==> config.mk <==
export PLATFORM = sky130hd
export DESIGN_NAME = mem_bus_arbiter
export DESIGN_NICKNAME = d
export VERILOG_FILES = /design/src/rtl/arb_pkg.sv /design/src/rtl/arb_pick.sv /design/src/rtl/mem_bus_arbiter.sv
export SDC_FILE = /design/constraint.sdc
export NUM_CORES = 1
export LEC_CHECK = 0
export ABC_AREA = 0
export CAP_MARGIN = 40
export CELL_PAD_IN_SITES_DETAIL_PLACEMENT = 2
export CELL_PAD_IN_SITES_GLOBAL_PLACEMENT = 2
export CORE_ASPECT_RATIO = 0.9
export CORE_MARGIN = 2
export CORE_UTILIZATION = 30
export CTS_CLUSTER_SIZE = 10
export DETAILED_ROUTE_END_ITERATION = 8
export DONT_BUFFER_PORTS = 1
export PLACE_DENSITY_LB_ADDON = 0.1
export SYNTH_ARGS = -nofsm -noshare
export SYNTH_HDL_FRONTEND = slang
export SYNTH_HIERARCHICAL = 1
export SYNTH_SLANG_ARGS = --single-unit
==> constraint.sdc <==
create_clock -name clk -period 2.2 [get_ports clk]
set_input_delay 0.44 -clock clk [delete_from_list [all_inputs] [get_ports clk]]
set_output_delay 0.44 -clock clk [all_outputs]
set_load 0.03 [all_outputs]
==> src/rtl/arb_pkg.sv <==
`default_nettype none
// ---------------------------------------------------------------------------
// arb_pkg : shared state encodings and owner IDs for the memory bus arbiter
// Rev 1.0
// ---------------------------------------------------------------------------
package arb_pkg;

  typedef enum logic [1:0] {
    ARB_IDLE = 2'd0,
    ARB_ADDR = 2'd1,
    ARB_WAIT = 2'd2,
    ARB_RESP = 2'd3
  } arb_state_t;

  localparam logic OWN_INST = 1'b0;
  localparam logic OWN_DATA = 1'b1;

endpackage
`default_nettype wire

==> src/rtl/arb_pick.sv <==
`default_nettype none
// ---------------------------------------------------------------------------
// arb_pick : combinational grant selection between fetch and MEM-stage ports
//            (round-robin tie-break when ARB_RR_EN is defined)
// Rev 1.0
// ---------------------------------------------------------------------------
module arb_pick
  import arb_pkg::*;
(
  input  logic inst_req,
  input  logic data_req,
  input  logic last_owner,
  output logic grant_valid,
  output logic grant_owner
);

  assign grant_valid = inst_req | data_req;

`ifdef ARB_RR_EN
  always_comb begin
    grant_owner = OWN_INST;
    if (inst_req && data_req) begin
      // on a tie, the port that did not own the previous transaction wins
      grant_owner = ~last_owner;
    end else if (data_req) begin
      grant_owner = OWN_DATA;
    end
  end
`else
  logic w_unused;
  assign w_unused    = last_owner;
  // the MEM-stage instruction is older, so it always wins a tie
  assign grant_owner = data_req ? OWN_DATA : OWN_INST;
`endif

endmodule
`default_nettype wire

==> src/rtl/mem_bus_arbiter.sv <==
`default_nettype none
// ---------------------------------------------------------------------------
// mem_bus_arbiter : shares one split addr/data memory port between fetch and
//                   MEM stage; optional round-robin via macro ARB_RR_EN
// Rev 1.0
// ---------------------------------------------------------------------------
module mem_bus_arbiter
  import arb_pkg::*;
#(
  parameter int AW = 32,
  parameter int DW = 32
) (
  input  logic            clk,
  input  logic            rst,
  input  logic            inst_req,
  input  logic [AW-1:0]   inst_addr,
  output logic [DW-1:0]   inst_rdata,
  output logic            inst_ack,
  input  logic            data_req,
  input  logic [DW/8-1:0] data_wen,
  input  logic [AW-1:0]   data_addr,
  input  logic [DW-1:0]   data_wdata,
  output logic [DW-1:0]   data_rdata,
  output logic            data_ack,
  output logic            mem_req,
  output logic            mem_wr,
  output logic [DW/8-1:0] mem_wstrb,
  output logic [AW-1:0]   mem_addr,
  output logic [DW-1:0]   mem_wdata,
  input  logic            mem_addr_ok,
  input  logic            mem_data_ok,
  input  logic [DW-1:0]   mem_rdata,
  output logic            stallreq_if,
  output logic            stallreq_mem
);

  localparam int c_strb_w = DW / 8;

  arb_state_t            r_state;
  arb_state_t            w_state_nxt;
  logic                  r_owner;
  logic [AW-1:0]         r_addr;
  logic [c_strb_w-1:0]   r_wstrb;
  logic [DW-1:0]         r_wdata;
  logic [DW-1:0]         r_inst_rdata;
  logic [DW-1:0]         r_data_rdata;
  logic                  w_last_owner;
  logic                  w_grant_valid;
  logic                  w_grant_owner;
  logic                  w_take;

  arb_pick u_pick (
    .inst_req    (inst_req),
    .data_req    (data_req),
    .last_owner  (w_last_owner),
    .grant_valid (w_grant_valid),
    .grant_owner (w_grant_owner)
  );

  assign w_take = (r_state == ARB_IDLE) && w_grant_valid;

`ifdef ARB_RR_EN
  logic r_last_owner;
  always_ff @(posedge clk or negedge rst) begin
    if (!rst) begin
      r_last_owner <= OWN_INST;
    end else if (w_take) begin
      r_last_owner <= w_grant_owner;
    end
  end
  assign w_last_owner = r_last_owner;
`else
  assign w_last_owner = OWN_INST;
`endif

  always_ff @(posedge clk or negedge rst) begin
    if (!rst) begin
      r_state <= ARB_IDLE;
    end else begin
      r_state <= w_state_nxt;
    end
  end

  // no timeout: the memory side may hold off addr_ok / data_ok indefinitely
  always_comb begin
    w_state_nxt = r_state;
    case (r_state)
      ARB_IDLE: if (w_grant_valid) w_state_nxt = ARB_ADDR;
      ARB_ADDR: if (mem_addr_ok)   w_state_nxt = ARB_WAIT;
      ARB_WAIT: if (mem_data_ok)   w_state_nxt = ARB_RESP;
      ARB_RESP: w_state_nxt = ARB_IDLE;
      default:  w_state_nxt = ARB_IDLE;
    endcase
  end

  always_ff @(posedge clk or negedge rst) begin
    if (!rst) begin
      r_owner      <= OWN_INST;
      r_addr       <= '0;
      r_wstrb      <= '0;
      r_wdata      <= '0;
      r_inst_rdata <= '0;
      r_data_rdata <= '0;
    end else begin
      if (w_take) begin
        r_owner <= w_grant_owner;
        if (w_grant_owner == OWN_DATA) begin
          r_addr  <= data_addr;
          r_wstrb <= data_wen;
          r_wdata <= data_wdata;
        end else begin
          r_addr  <= inst_addr;
          r_wstrb <= '0;
          r_wdata <= '0;
        end
      end
      // a store completion must not disturb the load-data register
      if ((r_state == ARB_WAIT) && mem_data_ok) begin
        if (r_owner == OWN_INST) begin
          r_inst_rdata <= mem_rdata;
        end else if (r_wstrb == '0) begin
          r_data_rdata <= mem_rdata;
        end
      end
    end
  end

  assign mem_req      = (r_state == ARB_ADDR);
  assign mem_wr       = |r_wstrb;
  assign mem_wstrb    = r_wstrb;
  assign mem_addr     = r_addr;
  assign mem_wdata    = r_wdata;
  assign inst_rdata   = r_inst_rdata;
  assign data_rdata   = r_data_rdata;
  assign inst_ack     = (r_state == ARB_RESP) && (r_owner == OWN_INST);
  assign data_ack     = (r_state == ARB_RESP) && (r_owner == OWN_DATA);
  assign stallreq_if  = inst_req & ~inst_ack;
  assign stallreq_mem = data_req & ~data_ack;

endmodule
`default_nettype wire

## Word level (Yosys, flattened, before mapping)

Index checks and enable logic that the tools add are counted.
Widths: inputs -> output; s select.

- Input port bits: 138
- Register bits after elaboration: 135

- Reduce and logical (&&, ||, !) cells: 10
- Bitwise logic cells: 6
- Eq/ne operators: 6
- Muxes and demuxes: 8

Operators with widths:

| operator | number |
|---|---|
| $mux 32 | 2 |
| $pmux 2 s4 | 1 |
| $mux 2 | 3 |
| $reduce_and 3->1 | 2 |
| $eq 2x2->1 const B | 2 |
| $logic_and 1x1->1 | 4 |
| $logic_not 4->1 | 1 |
| $mux 4 | 1 |
| $ne 2x2->1 const B | 2 |
| $reduce_or 4->1 | 1 |
| $not 1->1 | 3 |
| $and 1x1->1 | 2 |
| $eq 2x1->1 const B | 1 |
| $logic_not 2->1 | 1 |
| $ne 2x1->1 const B | 1 |
| $reduce_and 2->1 | 1 |
| $mux 1 | 1 |
| $or 1x1->1 | 1 |

## Depth between registers and ports, before layout

Gate-level depths: netlist of the first run.

- Word-level depth: 4
- Mapped depth: 7
- Mapped depth without buffers: 5

## Cells and area by module

Netlist of the first run, hierarchy kept.

Modules (own cells, without submodules):

| module | instances | cells each | area an instance (µm²) |
|---|---|---|---|
| mem_bus_arbiter | 1 | 457 | 5617.9 |
| arb_pick | 1 | 2 | 13.8 |

## Worst setup path before layout of the first run

Ideal clock, no wire load.

- Path type: reg-to-reg
- Start: register r_wstrb[1], in the netlist mem_wstrb[1]
- End: register r_data_rdata[10], in the netlist data_rdata[10]
- Setup time: 0.125 ns
- Arrival time: 1.816 ns
- Setup slack: 0.259 ns
- Path buffers: 1
- Stages on the path, launching flop included: 5
- Clock period less this slack: 1.941 ns
- Data required time: 2.075 ns
- Path through: dfrtp_1 > or4_4 > nor2_8 > buf_12 > mux2_4

- Cells in the longest elaborated chain, start to end: 2

Ends and longest elaborated chain:

| item | RTL line | text |
|---|---|---|
| start: declaration | mem_bus_arbiter.sv:43 | `logic [c_strb_w-1:0] r_wstrb;` |
| start signal: assignment | mem_bus_arbiter.sv:109 | `r_wstrb <= data_wen;` |
| $logic_not 4->1 | mem_bus_arbiter.sv:121 | `end else if (r_wstrb == '0) begin` |
| $reduce_and 3->1 (no line) | n/a |  |
| end signal: assignment | mem_bus_arbiter.sv:122 | `r_data_rdata <= mem_rdata;` |
| end: declaration | mem_bus_arbiter.sv:46 | `logic [DW-1:0] r_data_rdata;` |

No other way between the ends.
A chain may end at the register's enable or synchronous reset.

## Final worst setup path of the first run

- Start: register r_state[0]
- End: output stallreq_mem

- Cells in the longest elaborated chain, start to end: 4

Ends and longest elaborated chain:

| item | RTL line | text |
|---|---|---|
| start: declaration | mem_bus_arbiter.sv:39 | `arb_state_t r_state;` |
| start signal: assignment | mem_bus_arbiter.sv:80 | `r_state <= w_state_nxt;` |
| $eq 2x2->1 | mem_bus_arbiter.sv:136 | `assign data_ack = (r_state == ARB_RESP) && (r_owner == OWN_DATA);` |
| $logic_and 1x1->1 | mem_bus_arbiter.sv:136 |  |
| named net data_ack | mem_bus_arbiter.sv:24 | `output logic data_ack,` |
| $not 1->1 | mem_bus_arbiter.sv:138 | `assign stallreq_mem = data_req & ~data_ack;` |
| $and 1x1->1 | mem_bus_arbiter.sv:138 |  |
| end: declaration | mem_bus_arbiter.sv:34 | `output logic stallreq_mem` |

The timed path passes the listed nets, and every way through them passes these cells.

==> impl_metrics.py, run 1 <==
metrics = {
    "cts": {
        "clk_latency_ns": 0.42,
        "ctsResizeCount": 0,
        "cts_buffer_depth": 2,
        "cts_tree": "yes",
        "clockRootBuffer": "clkbuf_16",
        "cts_sinks": 135,
        "path_clk_slew_ns": 0.06,
        "cts_inserted_buffers": 17,
        "postCtsSetupRepairBufs": 0,
        "h-tree-depth": 4,
    },
    "die": {
        "initial_core_util": 0.306,
        "ios": 276,
        "die_h_um": 134,
        "die_w_um": 148,
        "dieArea_um2": 19900,
        "fp.coreArea_um2": 18400,
        "row_count": 47,
    },
    "final_layout": {
        "layout-drive-gt1-share": 0.224,
        "design_area_um2": 6530,
        "insertedDiodeCount": 0,
        "layout.nets": 604,
        "area_growth_pct": 16.1,
    },
    "pwr": {
        "seqPwrFrac": 0.563,
        "clkPwrFrac": 0.232,
        "sw_frac_of_total": 0.464,
        "peakVddDrop_uv": 617,
        "p_leak_nw": 3.14,
        "p_int_w": 0.00662,
        "powerDensity_nw_per_um2": 1890,
        "power_frac_comb": 0.206,
        "power.switching_w": 0.00574,
    },
    "setup_path": {
        "critPathCaptureType": "primary output",
        "cp-start-kind": "flop",
        "critical_path_buf_inv_count": 1,
        "crit_chain": "ha_1 > and2_1 > nor2b_1 > buf_4",
        "path_max_fanout": 4,
        "slowest_stage": "dfrtp_1",
        "worstSetupPathType": "flop to primary output",
        "worst_path_dominant_cell_family": "simple AND/OR/NAND/NOR gates",
        "worstPathArrival_ns": 1.67,
        "max_stage_delay_ns": 0.42,
        "worstPathRequired_ns": 1.76,
    },
    "placed_design": {
        "placed_cell_area_um2": 5940,
        "hpwlAfterDp_um": 10300,
        "port_buffers": 0,
        "place_congestion": 0.695,
    },
    "sta": {
        "setup_tns_ns": 0,
        "fmaxAchievable_mhz": 474,
        "fin_crit_sh": 0.959,
        "worstMarginPinSlew_ns": 0.507,
        "slew_violations": 0,
        "finClkSkew_ns": 0.00764,
        "setup_viol": 0,
        "rsz0062_at_grt": "false",
        "fin_hold_ws_ns": -0.286,
        "finalHoldViolCount": 135,
        "slew-limit-headroom": 0.662,
        "fin_crit_ns": 2.11,
    },
    "routing": {
        "firstDrtPassIters": 4,
        "routedWlPerCell_um": 20.7,
        "routed_wl_um": 14900,
        "dr.first_iter.drc_count": 101,
        "drc": 0,
        "ant_nets": 0,
        "vias": 3501,
        "routed_via_density": 4.87,
    },
    "worst_hold_path": {
        "min_path_type": "primary input to async pin",
    },
    "global_route": {
        "grt_pass1_vias": 3895,
        "antenna_found_initial": 0,
        "grt_use_total": 0.151,
        "grt_max_degree": 136,
        "grt-ovfl-total": 0,
        "grt_first_pass_wirelength_um": 23100,
    },
    "yosys": {
        "ys_warn_count": 6,
        "syn_nets": 600,
        "syn_area_um2": 5630,
        "synth.avg_cell_area_um2": 12.3,
        "synth_cells": 458,
    },
    "job": {
        "cap_violations": 0,
    },
    "outcome": {
        "failed_checks": "negative hold slack",
        "status": "finished, violations left",
    },
}
area by class of cell:
type | count | area [um2]
clock buffer | 17 | 425
clock inverter | 14 | 165
fill | 1903 | 11900
inverter | 5 | 18.8
multi-input combinational | 289 | 2070
sequential | 135 | 3380
tap | 245 | 307
timing repair buffer | 14 | 168
cells in the final DEF (no fill, tap or decap):
cell type     n
buf_4         9
and2_1        2
buf_12        5
or4_4         1
mux2i_1      32
inv_8         2
nor2b_1       4
inv_6         6
a221oi_1      1
bufinv_16     2
nand3_1      38
nand2_4       1
o21ai_0      33
mux2_2       28
clkbuf_16    17
ha_1          4
o32a_1        1
nand2_1     105
mux2_4       30
inv_1         5
nor2_8        1
or2_1         1
clkinvlp_4    4
dfrtp_1     135
mux2_1        7
routing by layer:
| layer | part of all wire | GRT usage |
|---|---|---|
| met3 | 0.11 | 0.0796 |
| met1 | 0.37 | 0.165 |
| met5 | 0 | 0 |
| met4 | 0.016 | 0.0524 |
| met2 | 0.50 | 0.252 |
path summary, 6_finish.rpt:
check,from,end,slack [ns],depth (start not counted)
worst max-delay path,r_state[0],stallreq_mem,0.09,4
worst min-delay path,rst,inst_rdata[5],-0.29,0
worst max register to register,mem_wstrb[1],data_rdata[0],0.36,4
worst min register to register,r_state[1],r_state[1],0.58,1
max in group asynchronous,rst,mem_wdata[14],2.32,0
min in group clk,mem_rdata[6],inst_rdata[6],0.15,1
worst reg2reg max path: stages (launching register included):
cell	delay, ns
dfrtp_1	0.37
or4_4	0.58
nor2_8	0.14
buf_12	0.24
mux2_1	0.39
through the flow:
| step | power, W | cells | setup WS (ns) | utilization |
|---|---|---|---|---|
| floorplan | 0.00865 | 458 | 0.259 | - |
| global placement | 0.00946 | 688 | 0.393 | 0.323 |
| detailed placement | 0.00965 | 688 | 0.371 | 0.323 |
| CTS | 0.0126 | 719 | 0.0558 | 0.355 |
| global route | 0.0131 | 719 | 0.00187 | 0.355 |
| finish | 0.0124 | 719 | 0.0896 | 0.355 |
power by group through the flow:
stage	combinational (W)	sequential, W	clock [W]
floorplan	0.00194	0.00671	0
global placement	0.00247	0.00700	0
detailed placement	0.00261	0.00704	0
CTS	0.00262	0.00701	0.00297
global route	0.00289	0.00714	0.00305
finish	0.00255	0.00696	0.00286
flip-flops by register name (all words and copies together) (netlist names):
register	flops
data_rdata	32
inst_rdata	32
mem_addr	32
mem_wdata	32
mem_wstrb	4
r_state	2
r_owner	1
No activity file was read; power rests on OpenSTA's default activity.
==> inputs of run 2 (changes only) <==
- CTS_BUF_LIST: unset -> sky130_fd_sc_hd__clkbuf_8
==> impl_metrics.py, run 2 (synthesis gave the netlist of run 1 again) <==
metrics = {
    "global_route": {
        "grt_first_pass_wirelength_um": 22900,
        "grt_pass1_vias": 3868,
        "grt_use_total": 0.150,
        "grt-ovfl-total": 0,
        "grt_max_degree": 136,
        "antenna_found_initial": 0,
    },
    "die": {
        "fp.coreArea_um2": 18400,
        "initial_core_util": 0.306,
        "die_w_um": 148,
        "row_count": 47,
        "dieArea_um2": 19900,
        "ios": 276,
        "die_h_um": 134,
    },
    "sta": {
        "worst_slack_ns": 0.144,
        "fin_crit_sh": 0.935,
        "rsz0062_at_grt": "false",
        "finClkSkew_ns": 0.0104,
        "fin_hold_ws_ns": -0.321,
        "worstMarginPinSlew_ns": 0.511,
        "finalHoldViolCount": 135,
        "slew-limit-headroom": 0.659,
        "setup_tns_ns": 0,
        "fin_crit_ns": 2.06,
        "setup_viol": 0,
        "fmaxAchievable_mhz": 486,
        "slew_violations": 0,
    },
    "routing": {
        "firstDrtPassIters": 3,
        "routed_wl_um": 14600,
        "vias": 3501,
        "ant_nets": 0,
        "dr.first_iter.drc_count": 114,
        "routedWlPerCell_um": 20.3,
        "routed_via_density": 4.86,
        "drc": 0,
    },
    "cts": {
        "cts_sinks": 135,
        "cts_buffer_depth": 2,
        "h-tree-depth": 4,
        "clockRootBuffer": "clkbuf_8",
        "cts_tree": "yes",
        "path_clk_slew_ns": 0.09,
        "clk_latency_ns": 0.44,
        "cts_inserted_buffers": 17,
    },
    "pwr": {
        "peakVddDrop_uv": 709,
        "p_leak_nw": 3.06,
        "powerDensity_nw_per_um2": 1830,
    },
    "setup_path": {
        "worstPathRequired_ns": 1.76,
        "path_max_fanout": 4,
        "critPathCaptureType": "primary output",
        "worstPathArrival_ns": 1.62,
        "cp-start-kind": "flop",
        "worstSetupPathType": "flop to primary output",
    },
    "placed_design": {
        "hpwlAfterDp_um": 10300,
        "place_congestion": 0.695,
        "pre_cts_ws_ns": 0.371,
        "port_buffers": 0,
    },
    "job": {
        "cap_violations": 0,
    },
    "final_layout": {
        "area_growth_pct": 12.8,
        "layout-drive-gt1-share": 0.227,
        "final_cell_mix": "dfrtp_1 (135), nand2_1 (105), nand3_1 (38), o21ai_0 (33), mux2i_1 (32)",
        "insertedDiodeCount": 0,
        "layout_commonest_cell": "dfrtp_1",
        "layout.nets": 605,
        "fillers": 1916,
    },
    "worst_hold_path": {
        "min_path_type": "primary input to async pin",
    },
    "outcome": {
        "status": "finished, violations left",
        "failed_checks": "negative hold slack",
    },
}
[run 2: cell types whose count changed in the layout (fill, tap and decap cells not counted), sizes merged]
cell  change
buf       +1
[run 2: metal layers]
layer	GRT usage	vias up	wire length, um
li1	-	1557	-
met1	0.167	1774	5490
met2	0.247	157	7300
met3	0.0837	13	1650
met4	0.0450	0	197
met5	0	-	0
[run 2: critical path: stages (launching register included)]
cell	delay, ns
dfrtp_1	0.41
ha_1	0.20
and2_2	0.25
nor2b_1	0.13
buf_4	0.17
[run 2: area by class of cell]
type / count / area [um2] / area share
sequential: 135 / 3380 / 0.532
multi-input combinational: 289 / 2070 / 0.326
tap: 245 / 307 / 0.0483
clock buffer: 17 / 234 / 0.0369
timing repair buffer: 15 / 175 / 0.0276
clock inverter: 14 / 165 / 0.0260
inverter: 5 / 18.8 / 0.00296
[run 2: per-stage QoR]
step,area (um2),hold slack (ns),total power [W],cells,utilization
floorplan,5630,0.144,0.00865,458,-
global placement,5940,0.147,0.00946,688,0.323
detailed placement,5940,0.148,0.00965,688,0.323
CTS,6340,-0.367,0.0118,719,0.344
global route,6350,-0.382,0.0123,720,0.345
finish,6350,-0.321,0.0116,720,0.345
[run 2: what timing repair did]
action / CTS / global route
resized for setup: 0 / 1
buffers inserted: 0 / 1
endpoints found under the hold margin: 135 / 135
setup endpoints to repair: 0 / 1
[run 2: power by group]
| group | leakage [nW] | switching (W) | internal, W |
|---|---|---|---|
| registers | 1.69 | 0.00327 | 0.00366 |
| logic | 1.18 | 0.00129 | 0.00127 |
| clock network | 0.190 | 0.00108 | 0.00104 |
| total | 3.06 | 0.00564 | 0.00597 |
[run 2: path summary, 6_finish.rpt]
check	slack [ns]	end	cells past startpoint	from
worst max register to register	0.30	data_rdata[0]	7	r_state[0]
max in group asynchronous	2.34	mem_wdata[10]	0	rst
worst min register to register	0.58	r_state[1]	1	r_state[1]
worst max-delay path	0.14	stallreq_mem	4	r_state[1]
worst min-delay path	-0.32	inst_rdata[5]	0	rst
min in group clk	0.12	inst_rdata[6]	1	mem_rdata[6]
==> inputs of run 3 (changes only) <==
- PLACE_DENSITY: unset -> 0.7
- PLACE_DENSITY_LB_ADDON: 0.1 -> unset
- SETUP_SLACK_MARGIN: unset -> 0.15
==> impl_metrics.py, run 3 (synthesis gave the netlist of run 1 again) <==
metrics = {
    "outcome": {
        "status": "finished, violations left",
        "failed_checks": "negative hold slack",
    },
    "final_layout": {
        "layout_commonest_cell": "dfrtp_1",
        "layout.nets": 620,
        "seq_area_um2": 3380,
        "fin_util": 0.350,
        "final_cell_mix": "dfrtp_1 (135), nand2_1 (105), nand3_1 (38), o21ai_0 (33), mux2i_1 (32)",
        "multiInputGateArea_um2": 2080,
        "layout-drive-gt1-share": 0.255,
        "insertedDiodeCount": 0,
        "fillers": 1925,
        "area_growth_pct": 14.6,
    },
    "cts": {
        "h-tree-depth": 4,
        "cts_tree": "yes",
        "cts_buffer_depth": 2,
        "cts_sinks": 135,
        "clockRootBuffer": "clkbuf_8",
        "cts_inserted_buffers": 17,
        "path_clk_slew_ns": 0.08,
        "clk_latency_ns": 0.43,
    },
    "routing": {
        "firstDrtPassIters": 3,
        "routed_via_density": 4.84,
        "ant_nets": 0,
        "routed_wl_um": 15300,
        "drc": 0,
        "dr.first_iter.drc_count": 113,
        "vias": 3565,
        "routedWlPerCell_um": 20.7,
    },
    "global_route": {
        "grt-ovfl-total": 0,
        "grt_max_degree": 136,
        "grt_use_total": 0.155,
        "antenna_found_initial": 0,
        "grt_first_pass_wirelength_um": 23400,
        "grt_pass1_vias": 4050,
    },
    "setup_path": {
        "crit_chain": "or4_4 > buf_6",
        "path_max_fanout": 2,
        "worstPathRequired_ns": 1.76,
        "max_stage_delay_ns": 0.58,
        "worst_path_dominant_cell_family": "simple AND/OR/NAND/NOR gates",
        "critPathCaptureType": "primary output",
        "slowest_stage": "or4_4",
        "worstPathArrival_ns": 1.59,
        "worstSetupPathType": "flop to primary output",
        "critical_path_buf_inv_count": 1,
        "regToRegSetupSlack_ns": 0.23,
        "cp-start-kind": "flop",
    },
    "sta": {
        "slew_violations": 0,
        "rsz0062_at_grt": "true",
        "slew-limit-headroom": 0.725,
        "worstMarginPinSlew_ns": 0.412,
        "fin_hold_ws_ns": -0.312,
        "finalHoldViolCount": 135,
        "fin_crit_sh": 0.921,
        "setup_viol": 0,
        "setup_tns_ns": 0,
        "fin_crit_ns": 2.03,
        "fmaxAchievable_mhz": 494,
        "finClkSkew_ns": 0.0124,
    },
    "die": {
        "ios": 276,
        "die_h_um": 134,
        "fp.coreArea_um2": 18400,
        "row_count": 47,
        "die_w_um": 148,
        "dieArea_um2": 19900,
        "initial_core_util": 0.306,
    },
    "pwr": {
        "p_int_w": 0.00606,
        "powerDensity_nw_per_um2": 1820,
        "power.switching_w": 0.00567,
        "power_w": 0.0117,
        "sw_frac_of_total": 0.483,
        "peakVddDrop_uv": 488,
        "power_frac_comb": 0.235,
        "seqPwrFrac": 0.594,
        "p_leak_nw": 3.13,
        "clkPwrFrac": 0.172,
    },
    "placed_design": {
        "hpwlAfterDp_um": 11200,
        "port_buffers": 0,
        "place_congestion": 0.713,
    },
    "worst_hold_path": {
        "min_path_type": "primary input to async pin",
    },
    "job": {
        "cap_violations": 0,
    },
}
run 3: cell types whose count changed in the layout (fill, tap and decap cells not counted), sizes merged:
cell / previous run / this run
buf: 15 / 30
inv: 13 / 8
clkinvlp: 4 / 3
clkinv: 0 / 7
run 3: power groups by stage:
stage	sequential [W]	combinational, W	clock, W
floorplan	0.00671	0.00194	0
global placement	0.00695	0.00240	0
detailed placement	0.00704	0.00261	0
CTS	0.00700	0.00274	0.00211
global route	0.00715	0.00309	0.00221
finish	0.00696	0.00275	0.00201
run 3: final timing paths:
kind / from / cells after the start / to
hold reg to reg: r_state[1] / 1 / r_state[1]
min in group clk: mem_rdata[5] / 1 / inst_rdata[5]
setup reg to reg: mem_wstrb[2] / 5 / data_rdata[9]
setup / recovery: mem_wstrb[2] / 2 / mem_wr
max in group asynchronous: rst / 0 / mem_wdata[21]
hold / removal: rst / 0 / inst_rdata[5]
run 3: worst register-to-register path: stages (launching register included):
cell and delay, ns:
dfrtp_1 0.40, or4_4 0.58, buf_12 0.15, nor2_8 0.18, buf_12 0.20, mux2_4 0.32
run 3: repair_timing:
action,CTS,global route
endpoints found under the hold margin,135,135
pin swaps,1,2
buffers inserted,3,9
gates resized for setup,3,3
setup endpoints to repair,2,19
run 3: through the flow:
step                area [um2]  worst slack, ns  instances  hold slack, ns
floorplan                 5630            0.259        458           0.144
global placement          5940            0.329        692           0.147
detailed placement        5940            0.297        692           0.147
CTS                       6370            0.160        727          -0.361
global route              6450            0.113        736          -0.374
finish                    6450            0.175        736          -0.312
run 3: cell type report:
| class | instances | area share |
|---|---|---|
| Clock buffer | 17 | 0.0363 |
| Clock inverter | 15 | 0.0239 |
| Inverter | 5 | 0.00291 |
| Multi-Input combinational cell | 289 | 0.322 |
| Sequential cell | 135 | 0.524 |
| Tap cell | 245 | 0.0475 |
| Timing Repair Buffer | 30 | 0.0433 |
run 3: routing by layer:
layer / GRT usage / wire length (um) / vias to the layer above
li1: - / - / 1585
met1: 0.165 / 5510 / 1784
met2: 0.267 / 7810 / 187
met3: 0.0830 / 1810 / 9
met4: 0.0413 / 131 / 0
met5: 0 / 0 / -
